## config.mk

```make
export PLATFORM = sky130hd
export DESIGN_NAME = rr_storage_irq_ctrl_flat
export DESIGN_NICKNAME = d
export VERILOG_FILES = /design/src/rtl/rr_storage_irq_ctrl_if.sv /design/src/rtl/rr_storage_irq_ctrl.sv /design/src/flat_wrapper.sv
export SDC_FILE = /design/constraint.sdc
export NUM_CORES = 1
export LEC_CHECK = 0
export CORE_UTILIZATION = 38
export DETAILED_ROUTE_END_ITERATION = 10
export HOLD_SLACK_MARGIN = 0.06
export PLACE_DENSITY = 0.71
export SLEW_MARGIN = 0
export SYNTH_ARGS = -nofsm -noshare
export SYNTH_HDL_FRONTEND = slang
export SYNTH_SLANG_ARGS = --single-unit
```

## constraint.sdc

```tcl
create_clock -name clk -period 8.36 [get_ports clk]
set_clock_uncertainty 0.15 [all_clocks]
set_input_delay 1.254 -clock clk [delete_from_list [all_inputs] [get_ports clk]]
set_output_delay 1.254 -clock clk [all_outputs]
set_load 0.01 [all_outputs]
```

## src/rtl/rr_storage_irq_ctrl_if.sv

```systemverilog
// Bundle between the storage interrupt sequencer and its sources, CSR block and shell IRQ.
// The master side drives pulses, enables, ack and clear; the slave side is the sequencer.
interface rr_storage_irq_ctrl_if #(
  parameter int unsigned NUM_SRC = 3,
  parameter int unsigned CNT_W   = 32
);
  logic [NUM_SRC-1:0] int_pulse;
  logic [NUM_SRC-1:0] int_enable;
  logic               irq_req;
  logic               irq_ack;
  logic [NUM_SRC-1:0] irq_reason;
  logic               irq_busy;
  logic [NUM_SRC-1:0] overflow;
  logic               overflow_clr;
  logic [CNT_W-1:0]   irq_sent_cnt;
  logic [CNT_W-1:0]   retry_cnt;
  logic [CNT_W-1:0]   spurious_ack_cnt;

  modport master (
    output int_pulse, int_enable, irq_ack, overflow_clr,
    input  irq_req, irq_reason, irq_busy, overflow, irq_sent_cnt, retry_cnt, spurious_ack_cnt
  );

  modport slave (
    input  int_pulse, int_enable, irq_ack, overflow_clr,
    output irq_req, irq_reason, irq_busy, overflow, irq_sent_cnt, retry_cnt, spurious_ack_cnt
  );
endinterface

```

## src/rtl/rr_storage_irq_ctrl.sv

```systemverilog
// Storage backend interrupt sequencer: coalesces source pulses into pending reasons and
// issues acknowledged one-cycle IRQ requests with timeout retry and statistics.
module rr_storage_irq_ctrl #(
  parameter int unsigned NUM_SRC = 3,
  parameter int unsigned TIMEOUT = 4096,
  parameter int unsigned CNT_W   = 32
) (
  input logic                  clk,
  input logic                  rst,
  rr_storage_irq_ctrl_if.slave ctrl_io
);

  localparam int unsigned TW = (TIMEOUT > 1) ? $clog2(TIMEOUT) : 1;
  localparam logic [TW-1:0] TMax = TW'((TIMEOUT == 0) ? 0 : TIMEOUT - 1);

  typedef enum logic [1:0] {StIdle, StReq, StWaitAck} state_e;

  state_e             state_q;
  logic [NUM_SRC-1:0] pending_q, pending_d;
  logic [NUM_SRC-1:0] overflow_q, overflow_d;
  logic [NUM_SRC-1:0] reason_q;
  logic [TW-1:0]      timer_q;
  logic               req_q;
  logic               busy_q;
  logic [CNT_W-1:0]   sent_cnt_q, retry_cnt_q, spur_cnt_q;

  logic [NUM_SRC-1:0] ev, take, inflight, ov_set;

  function automatic logic [CNT_W-1:0] sat_inc(input logic [CNT_W-1:0] v);
    return (&v) ? v : v + CNT_W'(1);
  endfunction

  always_comb begin
    ev         = ctrl_io.int_pulse & ctrl_io.int_enable;
    take       = (state_q == StIdle) ? pending_q : '0;
    pending_d  = (pending_q & ~take) | ev;
    // A reason already latched into an outstanding request counts as still in flight.
    inflight   = (state_q != StIdle) ? reason_q : '0;
    ov_set     = ev & ((pending_q & ~take) | inflight);
    overflow_d = (ctrl_io.overflow_clr ? '0 : overflow_q) | ov_set;
  end

  always_ff @(posedge clk or posedge rst) begin
    if (rst) begin
      state_q     <= StIdle;
      pending_q   <= '0;
      overflow_q  <= '0;
      reason_q    <= '0;
      timer_q     <= '0;
      req_q       <= 1'b0;
      busy_q      <= 1'b0;
      sent_cnt_q  <= '0;
      retry_cnt_q <= '0;
      spur_cnt_q  <= '0;
    end else begin
      pending_q  <= pending_d;
      overflow_q <= overflow_d;
      req_q      <= 1'b0;
      if (ctrl_io.irq_ack && (state_q != StWaitAck)) spur_cnt_q <= sat_inc(spur_cnt_q);
      unique case (state_q)
        StIdle: begin
          if (|pending_q) begin
            reason_q   <= pending_q;
            state_q    <= StReq;
            req_q      <= 1'b1;
            busy_q     <= 1'b1;
            sent_cnt_q <= sat_inc(sent_cnt_q);
          end
        end
        StReq: begin
          timer_q <= '0;
          state_q <= StWaitAck;
        end
        StWaitAck: begin
          timer_q <= timer_q + TW'(1);
          // Ack takes priority over a coinciding timeout.
          if (ctrl_io.irq_ack) begin
            state_q <= StIdle;
            busy_q  <= 1'b0;
          end else if ((TIMEOUT != 0) && (timer_q == TMax)) begin
            state_q     <= StReq;
            req_q       <= 1'b1;
            retry_cnt_q <= sat_inc(retry_cnt_q);
          end
        end
        default: begin
          state_q <= StIdle;
          busy_q  <= 1'b0;
        end
      endcase
    end
  end

  assign ctrl_io.irq_req          = req_q;
  assign ctrl_io.irq_reason       = reason_q;
  assign ctrl_io.irq_busy         = busy_q;
  assign ctrl_io.overflow         = overflow_q;
  assign ctrl_io.irq_sent_cnt     = sent_cnt_q;
  assign ctrl_io.retry_cnt        = retry_cnt_q;
  assign ctrl_io.spurious_ack_cnt = spur_cnt_q;

endmodule

```

## src/flat_wrapper.sv

```systemverilog
// flat-port wrapper written by rule: the top's interface ports become plain ports
module rr_storage_irq_ctrl_flat 
#(
  parameter int unsigned NUM_SRC = 3,
  parameter int unsigned TIMEOUT = 4096,
  parameter int unsigned CNT_W   = 32
)
  (clk, rst, ctrl_io_int_pulse, ctrl_io_int_enable, ctrl_io_irq_ack, ctrl_io_overflow_clr, ctrl_io_irq_req, ctrl_io_irq_reason, ctrl_io_irq_busy, ctrl_io_overflow, ctrl_io_irq_sent_cnt, ctrl_io_retry_cnt, ctrl_io_spurious_ack_cnt);
  rr_storage_irq_ctrl_if #(.NUM_SRC(NUM_SRC), .CNT_W(CNT_W)) ctrl_io_i ();
  input logic clk;
  input logic rst;
  input wire logic [$bits(ctrl_io_i.int_pulse)-1:0] ctrl_io_int_pulse;
  input wire logic [$bits(ctrl_io_i.int_enable)-1:0] ctrl_io_int_enable;
  input wire logic [$bits(ctrl_io_i.irq_ack)-1:0] ctrl_io_irq_ack;
  input wire logic [$bits(ctrl_io_i.overflow_clr)-1:0] ctrl_io_overflow_clr;
  output wire logic [$bits(ctrl_io_i.irq_req)-1:0] ctrl_io_irq_req;
  output wire logic [$bits(ctrl_io_i.irq_reason)-1:0] ctrl_io_irq_reason;
  output wire logic [$bits(ctrl_io_i.irq_busy)-1:0] ctrl_io_irq_busy;
  output wire logic [$bits(ctrl_io_i.overflow)-1:0] ctrl_io_overflow;
  output wire logic [$bits(ctrl_io_i.irq_sent_cnt)-1:0] ctrl_io_irq_sent_cnt;
  output wire logic [$bits(ctrl_io_i.retry_cnt)-1:0] ctrl_io_retry_cnt;
  output wire logic [$bits(ctrl_io_i.spurious_ack_cnt)-1:0] ctrl_io_spurious_ack_cnt;
  assign ctrl_io_i.int_pulse = ctrl_io_int_pulse;
  assign ctrl_io_i.int_enable = ctrl_io_int_enable;
  assign ctrl_io_i.irq_ack = ctrl_io_irq_ack;
  assign ctrl_io_i.overflow_clr = ctrl_io_overflow_clr;
  assign ctrl_io_irq_req = ctrl_io_i.irq_req;
  assign ctrl_io_irq_reason = ctrl_io_i.irq_reason;
  assign ctrl_io_irq_busy = ctrl_io_i.irq_busy;
  assign ctrl_io_overflow = ctrl_io_i.overflow;
  assign ctrl_io_irq_sent_cnt = ctrl_io_i.irq_sent_cnt;
  assign ctrl_io_retry_cnt = ctrl_io_i.retry_cnt;
  assign ctrl_io_spurious_ack_cnt = ctrl_io_i.spurious_ack_cnt;
  rr_storage_irq_ctrl #(.NUM_SRC(NUM_SRC), .TIMEOUT(TIMEOUT), .CNT_W(CNT_W)) u_core (.clk(clk), .rst(rst), .ctrl_io(ctrl_io_i));
endmodule
```

==> impl_metrics.py <==
metrics = {
    "pwr": {
        "powerDensity_nw_per_um2": 234,
        "seqPwrFrac_pct": 39.7,
        "switching_share_pct": 29.1,
        "clock_power_share_pct": 38.9,
        "cellLeakagePower_uw": 0.00330,
        "ir_drop_mv": 0.188,
        "p_comb_share_pct": 21.5,
        "power_report.internal_total_uw": 1290,
        "p_switching_uw": 531,
    },
    "timing": {
        "timing.final.setup_violations": 0,
        "setup_ws_ns": 5.24,
        "hold_violations": 0,
        "worst_pin_slew_ns": 0.958,
        "layout_min_cycle_time_ns": 3.12,
        "setup-tns-final_ns": 0,
        "highest_attainable_clock_frequency_ghz": 0.321,
        "finalMaxSlewViolations": 0,
        "slew-limit-headroom_pct": 36.1,
        "unrepaired_setup_endpoints_after_global_routing": "no",
        "final.period_utilization_pct": 37.3,
    },
    "synth": {
        "synth_seq_area_share_pct": 51.4,
        "synthesis.nets": 585,
        "synth_ff_type": "sky130_fd_sc_hd__dfrtp_1",
        "post_synthesis_mean_instance_area_um2": 10.4,
        "netlist_area_um2": 5900,
        "register_bit_count_reported_by_yosys": 121,
        "synth_enable_flop_cells": 0,
        "proportion_of_synthesized_flip_flops_having_asynchronous_set_or_reset_pct": 100,
        "synth.distinct_cells": 52,
        "gate_count_post_synth": 567,
        "ys_warn_count": 0,
    },
    "die": {
        "core_um2": 15100,
        "design.die.area_um2": 16000,
        "die_height_um": 127,
        "floorplan.io_pins": 114,
        "floorplan.die.width_um": 127,
        "num_rows": 45,
        "start_util_pct": 38.9,
    },
    "critical_path": {
        "worst-endpoint-required_ns": 8.50,
        "reg2reg_to": "u_core.ctrl_io.irq_sent_cnt[28]$_DFFE_PP0P_",
        "setup.worst_path.start_class": "input pin",
        "rrSetupSlack_ns": 5.39,
        "crit_arrival_ns": 3.26,
        "origin_of_the_worst_setup_path": "ctrl_io_irq_ack",
        "cp_max_fo": 4,
        "timing.reg2reg.worst_path_depth": 6,
        "timing.setup.critical_path_class": "in2reg",
        "rr_startpoint": "u_core.state_q[0]$_DFFE_PP0P_",
        "setup.worst_path.end_class": "flop",
    },
    "drt": {
        "drt_drc_violations_left": 0,
        "route.antenna.remaining_nets": 0,
        "drtPass1Iterations": 5,
        "route.detailed.wl_per_inst_um": 16.4,
        "num_vias": 4881,
        "routed_via_density": 5.49,
        "totalWireLength_um": 14600,
        "drt_iter0_markers": 350,
    },
    "layout": {
        "layout.nets": 707,
        "final_non_filler_cell_area_um2": 7800,
        "fillCellCount": 1324,
        "antenna_cells": 0,
        "drive_above_1_share_pct": 6.85,
        "final_cell_mix": "sky130_fd_sc_hd__dfrtp_1 (121), sky130_fd_sc_hd__clkdlybuf4s50_1 (113), sky130_fd_sc_hd__xnor2_1 (61)",
        "layout_commonest_cell": "sky130_fd_sc_hd__dfrtp_1",
        "areaGrowthSynthToFinish_pct": 32.3,
        "finalNonFillerCells": 889,
    },
    "grt": {
        "grt_first_pass_wirelength_um": 23900,
        "grt_pass1_vias": 4754,
        "globalRouteTotalUtil_pct": 19.0,
        "grt_start_max_net_pins": 77,
        "overflow": 0,
        "grt_antenna_before_repair": 0,
    },
    "placement": {
        "detailedPlace.worstSlack_ns": 4.83,
        "placed_cells_incl_taps": 858,
        "detailed_place.area_um2": 7230,
        "dp.final_hpwl_um": 10300,
        "buffer_ports.inserted": 113,
        "place_congestion": 0.844,
    },
    "hold_path": {
        "min_path_type": "reg2reg",
        "destination_of_the_worst_hold_path": "u_core.ctrl_io.spurious_ack_cnt[14]$_DFFE_PP0P_",
        "hold-path-cell-count": 1,
        "min_from": "u_core.ctrl_io.spurious_ack_cnt[14]$_DFFE_PP0P_",
    },
    "clock_tree": {
        "worst_skew_pair.late_latency_ns": 0.42,
        "cts-resized-gates": 0,
        "ctsHoldBuffers": 0,
        "clkTransAtPathRegs_ns": 0.05,
        "total_cts_buffers": 17,
        "cts_htree_levels": 4,
        "clockRootBuffer": "sky130_fd_sc_hd__clkbuf_16",
        "tritoncts_clock_tree": "yes",
        "postCtsSetupRepairBufs": 0,
        "clk_path_buf_depth": 2,
        "clkSinkCount": 121,
    },
    "run_status": {
        "run_status": "complete, no violations",
    },
    "job": {
        "timing.max_cap.violations": 0,
    },
}
==> flip-flops by register name, summed over array words and instances, names as in the netlist <==
signal,cells
u_core.ctrl_io.irq_busy,1
u_core.ctrl_io.irq_reason,3
u_core.ctrl_io.irq_req,1
u_core.ctrl_io.irq_sent_cnt,32
u_core.ctrl_io.overflow,3
u_core.ctrl_io.retry_cnt,32
u_core.ctrl_io.spurious_ack_cnt,32
u_core.pending_q,3
u_core.state_q,2
u_core.timer_q,12
==> synth_stat cells, drive strengths merged, types with 4 or more instances <==
cell type	number	area share, %
ha	8	1.7
o21ai	10	0.85
or3	6	0.64
clkbuf	10	0.64
and2	6	0.64
inv	22	1.4
nand2	46	2.9
nand3	58	5.0
a22o	4	0.59
dfrtp	121	51
and3	19	2.0
nor3	29	2.5
o31ai	4	0.51
nor4	11	1.5
xor2	31	4.6
mux2	5	0.95
and4	12	1.8
nor2	26	1.7
nand4	38	4.1
a21oi	4	0.34
xnor2	61	9.1
==> logic make-up (layout without fill, tap and decap cells) <==
kind of cell / after synthesis / count (layout) / synth area share, %
AND/OR/NAND/NOR: 265 / 265 / 24.6
flip-flops: 121 / 121 / 51.4
XOR/XNOR: 92 / 92 / 13.7
AO/OA/AOI/OAI: 40 / 40 / 5.20
buffers and inverters: 35 / 169 / 2.38
adder cells (fa/ha/maj): 8 / 8 / 1.70
multiplexers: 6 / 6 / 1.12
==> layer usage <==
metal	track usage, %	part of all wire, %	vias up
met1	24.2	45	2422
met2	30.7	48	155
li1	-	-	2286
met4	7.37	1.4	0
met5	0	0	-
met3	5.44	5.7	18
==> power groups by stage <==
stage               sequential, µW  clock [µW]  combinational, µW
finish                         723         708                391
global route                   733         753                435
CTS                            723         725                396
detailed placement             731           0                393
global placement               727           0                380
floorplan                      734           0                212
==> critical path, stage by stage <==
cell	delay [ns]
sky130_fd_sc_hd__clkdlybuf4s50_1	0.52
sky130_fd_sc_hd__nand2b_1	0.15
sky130_fd_sc_hd__nor4_1	0.53
sky130_fd_sc_hd__nand3_1	0.29
sky130_fd_sc_hd__or3_1	0.38
sky130_fd_sc_hd__xnor2_1	0.14
==> final cells by class <==
cell class / instances / area (µm²) / area share, %
well taps: 188 / 235 / 3.02
inverters: 22 / 85.1 / 1.09
flip-flops and latches: 121 / 3030 / 38.8
clock buffers: 22 / 474 / 6.08
multi-input cells: 411 / 2730 / 35.0
repair buffers: 116 / 1150 / 14.8
clock inverters: 9 / 97.6 / 1.25
==> worst max path at each step <==
stage | slack, ns | to | depth (start not counted)
after CTS | 5.28 | u_core.ctrl_io.spurious_ack_cnt[28]$_DFFE_PP0P_ | 6
after global routing | 5.08 | u_core.ctrl_io.irq_sent_cnt[28]$_DFFE_PP0P_ | 6
after floorplan | 3.74 | u_core.ctrl_io.irq_busy$_DFFE_PP0P_ | 1
after global placement | 4.93 | u_core.ctrl_io.retry_cnt[14]$_DFFE_PP0P_ | 6
final | 5.24 | u_core.ctrl_io.spurious_ack_cnt[28]$_DFFE_PP0P_ | 6
after detailed placement | 4.83 | u_core.ctrl_io.spurious_ack_cnt[28]$_DFFE_PP0P_ | 6
==> stage by stage <==
stage	hold WS [ns]	util [%]	power (µW)
2_1_floorplan	0.330	-	946
3_3_place_gp	0.323	47.7	1110
3_5_place_dp	0.324	47.7	1120
4_1_cts	0.338	51.5	1840
5_1_grt	0.364	51.5	1920
6_report	0.346	51.5	1820
Power figures use the tool's default switching activity.
